<file path="src/rtl/wishbone_nslv_pkg.sv">
// Shared types and constants for the one-master to N-slave Wishbone splitter.
package wishbone_nslv_pkg;

    localparam int WB_DW = 32;
    localparam int WB_AW = 32;

    localparam logic [WB_DW-1:0] ERR_DATA_DEF = 32'hDEADBEEF;

    typedef enum logic [1:0] {
        IDLE     = 2'd0,
        ACTIVE   = 2'd1,
        RESP     = 2'd2,
        RESP_ERR = 2'd3
    } wb_state_e;

    // A one-slave build still needs a 1-bit index.
    function automatic int idx_width(input int n);
        return (n > 1) ? $clog2(n) : 1;
    endfunction

endpackage

</file>
<file path="src/rtl/wb_addr_decoder.sv">
// Combinational base/mask address decode; the lowest matching slave index wins.
module wb_addr_decoder
    import wishbone_nslv_pkg::*;
#(
    parameter int                        NB_SLV    = 4,
    parameter logic [NB_SLV*WB_AW-1:0]   ADDR_BASE = {32'h30030000, 32'h30020000, 32'h30010000, 32'h30000000},
    parameter logic [NB_SLV*WB_AW-1:0]   ADDR_MASK = {4{32'hFFFF0000}},
    localparam int                       IDX_W     = idx_width(NB_SLV)
)(
    input  logic [WB_AW-1:0] i_adr,
    output logic             o_hit,
    output logic [IDX_W-1:0] o_idx
);

    always_comb begin
        o_hit = 1'b0;
        o_idx = '0;
        // Walk from the top so the lowest index is the last one written.
        for (int i = NB_SLV - 1; i >= 0; i--) begin
            if ((i_adr & ADDR_MASK[i*WB_AW +: WB_AW]) ==
                (ADDR_BASE[i*WB_AW +: WB_AW] & ADDR_MASK[i*WB_AW +: WB_AW])) begin
                o_hit = 1'b1;
                o_idx = IDX_W'(i);
            end
        end
    end

endmodule

</file>
<file path="src/rtl/wishbone_1mst_to_nslv.sv">
// Routes one Wishbone classic master to NB_SLV slaves with one outstanding access,
// answering unmapped addresses and hung slaves with an error ack and interrupt pulse.
//
// state    | meaning
// ---------+-----------------------------------------------------------------
// IDLE     | waiting for cyc&stb; request latched on the sampling edge
// ACTIVE   | selected slave strobed, waiting for its ack or the timeout
// RESP     | master ack high this cycle with the slave's read data
// RESP_ERR | next edge raises master ack with ERR_DATA and pulses err_irq
module wishbone_1mst_to_nslv
    import wishbone_nslv_pkg::*;
#(
    parameter int                        NB_SLV    = 4,
    parameter logic [NB_SLV*WB_AW-1:0]   ADDR_BASE = {32'h30030000, 32'h30020000, 32'h30010000, 32'h30000000},
    parameter logic [NB_SLV*WB_AW-1:0]   ADDR_MASK = {4{32'hFFFF0000}},
    parameter int                        TIMEOUT   = 255,
    parameter logic [WB_DW-1:0]          ERR_DATA  = ERR_DATA_DEF
)(
    input  logic                      wb_clk_i,
    input  logic                      wb_rst_i,
    input  logic                      wbs_m_cyc_i,
    input  logic                      wbs_m_stb_i,
    input  logic                      wbs_m_we_i,
    input  logic [3:0]                wbs_m_sel_i,
    input  logic [WB_AW-1:0]          wbs_m_adr_i,
    input  logic [WB_DW-1:0]          wbs_m_dat_i,
    output logic                      wbs_m_ack_o,
    output logic [WB_DW-1:0]          wbs_m_dat_o,
    output logic [NB_SLV-1:0]         wbs_s_cyc_o,
    output logic [NB_SLV-1:0]         wbs_s_stb_o,
    output logic                      wbs_s_we_o,
    output logic [3:0]                wbs_s_sel_o,
    output logic [WB_AW-1:0]          wbs_s_adr_o,
    output logic [WB_DW-1:0]          wbs_s_dat_o,
    input  logic [NB_SLV*WB_DW-1:0]   wbs_s_dat_i,
    input  logic [NB_SLV-1:0]         wbs_s_ack_i,
    output logic                      err_irq,
    output logic [WB_AW-1:0]          err_adr
);

    localparam int IDX_W = idx_width(NB_SLV);
    localparam int CNT_W = $clog2(TIMEOUT + 1);
    localparam logic [CNT_W-1:0] CNT_LAST = CNT_W'(TIMEOUT - 1);

    wb_state_e          r_state;
    logic [IDX_W-1:0]   r_idx;
    logic [CNT_W-1:0]   r_cnt;
    logic [NB_SLV-1:0]  r_s_req;
    logic               r_m_ack;
    logic [WB_DW-1:0]   r_m_dat;
    logic               r_s_we;
    logic [3:0]         r_s_sel;
    logic [WB_AW-1:0]   r_s_adr;
    logic [WB_DW-1:0]   r_s_dat;
    logic               r_err_irq;
    logic [WB_AW-1:0]   r_err_adr;

    logic               w_hit;
    logic [IDX_W-1:0]   w_idx;
    logic               w_sel_ack;
    logic [WB_DW-1:0]   w_sel_dat;
    logic [NB_SLV-1:0]  w_onehot;

    wb_addr_decoder #(
        .NB_SLV    (NB_SLV),
        .ADDR_BASE (ADDR_BASE),
        .ADDR_MASK (ADDR_MASK)
    ) u_dec (
        .i_adr (wbs_m_adr_i),
        .o_hit (w_hit),
        .o_idx (w_idx)
    );

    // Only an ack from the slave we are actually strobing counts.
    assign w_sel_ack = wbs_s_ack_i[r_idx] & r_s_req[r_idx];
    assign w_sel_dat = wbs_s_dat_i[r_idx*WB_DW +: WB_DW];
    assign w_onehot  = NB_SLV'(1) << r_idx;

    always_ff @(posedge wb_clk_i) begin
        if (wb_rst_i) begin
            r_state   <= IDLE;
            r_idx     <= '0;
            r_cnt     <= '0;
            r_s_req   <= '0;
            r_m_ack   <= 1'b0;
            r_m_dat   <= '0;
            r_s_we    <= 1'b0;
            r_s_sel   <= '0;
            r_s_adr   <= '0;
            r_s_dat   <= '0;
            r_err_irq <= 1'b0;
            r_err_adr <= '0;
        end else begin
            r_m_ack   <= 1'b0;
            r_err_irq <= 1'b0;
            case (r_state)
                IDLE: begin
                    // While an error ack is still on the bus the master has not yet dropped stb.
                    if (wbs_m_cyc_i && wbs_m_stb_i && !r_m_ack) begin
                        r_s_adr <= wbs_m_adr_i;
                        r_s_dat <= wbs_m_dat_i;
                        r_s_sel <= wbs_m_sel_i;
                        r_s_we  <= wbs_m_we_i;
                        r_idx   <= w_idx;
                        r_cnt   <= '0;
                        r_state <= w_hit ? ACTIVE : RESP_ERR;
                    end
                end
                ACTIVE: begin
                    if (!wbs_m_cyc_i) begin
                        r_s_req <= '0;
                        r_state <= IDLE;
                    end else if (w_sel_ack) begin
                        r_m_dat <= w_sel_dat;
                        r_m_ack <= 1'b1;
                        r_s_req <= '0;
                        r_state <= RESP;
                    end else if (r_cnt == CNT_LAST) begin
                        r_s_req <= '0;
                        r_state <= RESP_ERR;
                    end else begin
                        r_s_req <= w_onehot;
                        r_cnt   <= r_cnt + 1'b1;
                    end
                end
                RESP: begin
                    r_state <= IDLE;
                end
                RESP_ERR: begin
                    r_m_ack   <= 1'b1;
                    r_m_dat   <= ERR_DATA;
                    r_err_irq <= 1'b1;
                    r_err_adr <= r_s_adr;
                    r_state   <= IDLE;
                end
                default: r_state <= IDLE;
            endcase
        end
    end

    assign wbs_m_ack_o = r_m_ack;
    assign wbs_m_dat_o = r_m_dat;
    assign wbs_s_cyc_o = r_s_req;
    assign wbs_s_stb_o = r_s_req;
    assign wbs_s_we_o  = r_s_we;
    assign wbs_s_sel_o = r_s_sel;
    assign wbs_s_adr_o = r_s_adr;
    assign wbs_s_dat_o = r_s_dat;
    assign err_irq     = r_err_irq;
    assign err_adr     = r_err_adr;

endmodule
</file>
<file path="config.mk">
export PLATFORM = sky130hd
export DESIGN_NAME = wishbone_1mst_to_nslv
export DESIGN_NICKNAME = d
export VERILOG_FILES = /design/src/rtl/wishbone_nslv_pkg.sv /design/src/rtl/wb_addr_decoder.sv /design/src/rtl/wishbone_1mst_to_nslv.sv
export SDC_FILE = /design/constraint.sdc
export NUM_CORES = 1
export LEC_CHECK = 0
export CORE_MARGIN = 3
export CORE_UTILIZATION = 35
export CTS_CLUSTER_DIAMETER = 80
export DETAILED_ROUTE_END_ITERATION = 8
export MAX_ROUTING_LAYER = met4
export PLACE_DENSITY = 0.77
export SYNTH_ARGS = -nofsm -noshare
export SYNTH_HDL_FRONTEND = slang
export SYNTH_SLANG_ARGS = --single-unit
</file>
<file path="constraint.sdc">
create_clock -name wb_clk_i -period 1.55 [get_ports wb_clk_i]
set_input_delay 0.155 -clock wb_clk_i [delete_from_list [all_inputs] [get_ports wb_clk_i]]
set_output_delay 0.155 -clock wb_clk_i [all_outputs]
set_load 0.02 [all_outputs]
</file>
==> summary.txt <==
SYNTH
--------------------------------------------------------------------------------------
Sequential area share after synthesis                                            48.0%
Synthesized Nets                                                                   944
Async set-or-reset flop fraction in the synthesized netlist                         0%
Yosys top cell by area                                                    sky130_fd_sc_hd__dfxtp_1
Synthesized netlist cell count                                                     737
Post-synth EDFFs                                                                     0
Number of distinct library cells after synthesis                                    39
Top cells by area, synth                                                  sky130_fd_sc_hd__dfxtp_1, sky130_fd_sc_hd__nand2_1, sky130_fd_sc_hd__mux4_2, sky130_fd_sc_hd__a21oi_1, sky130_fd_sc_hd__nor3_1
Most used DFF post-synth                                                  sky130_fd_sc_hd__dfxtp_1
Mapped Area                                                               0.00630 mm^2
Post-synthesis register bit count                                                  151
Area share of the largest cell type after synthesis                              48.0%
Avg Cell Area, Syn                                                           8.55 um^2
Count of yosys warnings during synthesis                                             0

FLOORPLAN
--------------------------------------------------------------------------------------
IO Pins                                                                            348
Site row count                                                                      48
Core region area                                                           0.0175 mm^2
Starting density of the core                                                     36.1%
Width of the die                                                                140 um
Die Area                                                                   0.0197 mm^2
Die Span Y                                                                      140 um

CELLS AND AREA
--------------------------------------------------------------------------------------
Share of post-route cells with drive strength above 1                            14.9%
Fillcell total                                                                    1413
Post-Route Utilization                                                           65.0%
Most frequent standard cell in the layout excluding fill and tap cells    sky130_fd_sc_hd__nand2_1
Antenna cell count                                                                   0
Relative area change from synthesis to final layout                              80.3%
NumNets Final                                                                     1308
Highest-count cells in the layout ignoring fill and taps                  sky130_fd_sc_hd__nand2_1, sky130_fd_sc_hd__clkdlybuf4s50_1, sky130_fd_sc_hd__dfxtp_1

CLOCKING
--------------------------------------------------------------------------------------
Clock-pin slew on the worst setup and hold paths                               0.06 ns
Total number of clock tree sinks                                                   151
TritonCTS clock tree                                                             built
Root Buffer                                                               sky130_fd_sc_hd__clkbuf_16
Clock network latency to the later pin of the worst-skew pair                  0.42 ns
Maximum number of buffers from clock root to sink                                    2
Hold_buf cts                                                                         0
CTS buffer count                                                                    17
Level count of the clock H-tree                                                      4

STA
--------------------------------------------------------------------------------------
Unrepaired setup endpoints after global routing                                   true
Pins Over Slew Limit                                                                 0
Worst-case headroom to the max-slew limit                                        72.0%
Minimum period implied by the final worst setup slack                          1.60 ns
Number of setup violations in the final report                                       6
Slew @ Worst Pin                                                              0.420 ns
Share of the cycle needed by the critical path after routing                      103%
Max frequency                                                                  623 MHz
Final count of hold timing violations                                                0
Post-route worst setup slack                                                -0.0539 ns
Setup clock skew after layout                                               0.00810 ns

PWR
--------------------------------------------------------------------------------------
Leakage dissipation                                                            5.37 nW
Worst VDD drop                                                                0.737 mV
Power Total                                                                    9.45 mW
Areal power density over the cells                                         831 mW/mm^2

CRITICAL PATH
--------------------------------------------------------------------------------------
WP data required                                                               1.85 ns
Cell-by-cell trace of the critical path                                   nand4b_1 > nand4_4 > and3_4 > buf_12 > clkbuf_16 > nor3_1 > nor3_1
FF-to-FF Start                                                                r_idx[1]
Largest fanout on the critical path                                                 10
Endpoint of the lowest-slack register-to-register path                    wbs_m_dat_o[30]
Depth of the worst register-to-register path                                         7
Data arrival time of the critical path                                         1.90 ns
Crit-path max cell delay                                                       0.40 ns
Startpoint types                                                              register
Setup slack on the worst flop-to-flop path                                    -0.05 ns
Cell occurring most often along the worst timing path                     sky130_fd_sc_hd__nor3_1
Setup CP Type                                                             register to register
Cell with the biggest individual delay on the critical path               sky130_fd_sc_hd__dfxtp_4
Element type at the critical path end                                         register

MIN PATH
--------------------------------------------------------------------------------------
Cell depth of the worst hold path                                                    2
Hold Path Origin                                                              wb_rst_i
Worst hold path endpoint                                                      r_cnt[4]
Worst hold-check path type                                                input pin to register

ROUTE
--------------------------------------------------------------------------------------
1st-iter DRT viols                                                                 311
DRC Markers                                                                          0
DR pass1 iterations                                                                  5
DR vias/cell                                                                      5.05
DR WL/cell                                                                     17.1 um
Number of antenna-violating nets in the routed design                                0
Via count                                                                         6756
DRT Wirelength                                                                22900 um

GLOBAL ROUTING
--------------------------------------------------------------------------------------
Number of antenna violations at the first check in global routing                    0
Pin count of the biggest net entering global routing                                75
Gr ovfl total                                                                        0
Wire length of the first global-routing pass                                  34000 um
Via count of the first global-routing pass                                        6441
Aggregate global-route resource usage                                            22.1%

PLACED DESIGN
--------------------------------------------------------------------------------------
Weighted congestion reported at the end of routability-driven placement          0.864
Worst slack at placement                                                     -0.353 ns
# port buffers                                                                     347
DPL Wire Length                                                               15800 um

FLOW RUN
--------------------------------------------------------------------------------------
Max-capacitance violation count                                                      0

STATUS
--------------------------------------------------------------------------------------
Status                                                                    finished with violations
Failing checks                                                            negative setup slack

[per-stage QoR]
step	instances	hold WS, ns	instance area [um^2]	setup TNS, ns
after floorplan	737	0.291	6300	0
after global placement	1292	0.441	10300	-19.32
after detailed placement	1292	0.446	10300	-22.35
after CTS	1328	0.109	10800	-0.00691
after global routing	1339	0.131	11400	-1.85
final	1339	0.127	11400	-0.119
[state kept, by name (all words and copies together), names as in the netlist]
name / flops
err_adr: 32
wbs_m_dat_o: 32
wbs_s_adr_o: 32
wbs_s_dat_o: 32
r_cnt: 8
wbs_s_cyc_o: 4
wbs_s_sel_o: 4
r_idx: 2
r_state: 2
err_irq: 1
wbs_m_ack_o: 1
wbs_s_we_o: 1
[synth_stat cells (2+ instances only)]
cell	count
sky130_fd_sc_hd__nand2_1	226
sky130_fd_sc_hd__dfxtp_1	151
sky130_fd_sc_hd__a21oi_1	118
sky130_fd_sc_hd__nor3_1	50
sky130_fd_sc_hd__nor2_1	40
sky130_fd_sc_hd__clkbuf_1	32
sky130_fd_sc_hd__mux4_2	32
sky130_fd_sc_hd__buf_2	11
sky130_fd_sc_hd__buf_1	9
sky130_fd_sc_hd__buf_4	9
sky130_fd_sc_hd__nand3_1	8
sky130_fd_sc_hd__nand2b_1	5
sky130_fd_sc_hd__o21ai_0	5
sky130_fd_sc_hd__a32oi_1	4
sky130_fd_sc_hd__inv_1	3
sky130_fd_sc_hd__nand3b_1	3
sky130_fd_sc_hd__nor4_1	3
sky130_fd_sc_hd__o21a_1	3
sky130_fd_sc_hd__buf_6	2
sky130_fd_sc_hd__ha_1	2
sky130_fd_sc_hd__nand4b_1	2
sky130_fd_sc_hd__or3_1	2
[critical path, delay by kind of cell, from the launching register on]
kind / cells / cell delay [ns]
buffers and inverters: 2 / 0.29
DFF: 1 / 0.40
and+or+nand+nor: 5 / 0.79
[per-layer routing]
| metal | GRT usage [%] | vias up | share of wire (%) | wire length (um) |
|---|---|---|---|---|
| met5 | - | - | 0 | 0 |
| met4 | 6.53 | 0 | 1.7 | 399 |
| met3 | 3.86 | 29 | 5.6 | 1280 |
| met2 | 37.6 | 240 | 51 | 11800 |
| met1 | 27.0 | 3245 | 41 | 9470 |
| li1 | - | 3242 | - | - |
[logic make-up (layout without fill, tap and decap cells)]
kind of cell / Yosys count / in the layout / share of synthesized area (%)
fa+ha+maj: 2 / 2 / 0.397
compound gates: 132 / 132 / 10.9
buf+inv: 66 / 443 / 4.92
xor+xnor: 1 / 1 / 0.139
simple gates: 352 / 352 / 24.1
mux: 33 / 33 / 11.6
flops: 151 / 151 / 48.0
[cell type report]
| class | count | area [um^2] | area share, % |
|---|---|---|---|
| sequential | 151 | 3030 | 26.7 |
| multi-input combinational | 520 | 3130 | 27.5 |
| clock buffer | 18 | 429 | 3.78 |
| clock inverter | 14 | 139 | 1.22 |
| tap | 225 | 282 | 2.48 |
| timing repair buffer | 408 | 4340 | 38.2 |
| inverter | 3 | 11.3 | 0.0991 |
[power by group]
group          switching [mW]  total [mW]  leakage, nW  internal (mW)
sequential             0.0596        4.04         1.23           3.98
clock                    1.75        4.00        0.259           2.25
combinational           0.571        1.40         3.88          0.832
[what timing repair did]
action                                 4_1_cts  5_1_grt
setup endpoints to repair                  116      140
endpoints found under the hold margin        0        0
resized for setup                           86      103
pin swaps                                    4       19
cloned                                       2        7
buffers inserted                             2        5
[how the worst max path moves through the flow]
stage	startpoint	to	slack [ns]	cells past startpoint
3_5_place_dp	wbs_m_adr_i[19]	r_state[1]	-0.35	7
6_report	r_idx[1]	wbs_m_dat_o[30]	-0.05	7
3_3_place_gp	wbs_m_adr_i[26]	r_state[1]	-0.38	6
2_1_floorplan	wbs_m_ack_o	wbs_s_adr_o[16]	0.02	6
4_1_cts	r_cnt[0]	r_cnt[2]	-0.007	8
5_1_grt	r_idx[1]	wbs_m_dat_o[30]	-0.12	7
No activity file was read; power rests on OpenSTA's default activity.
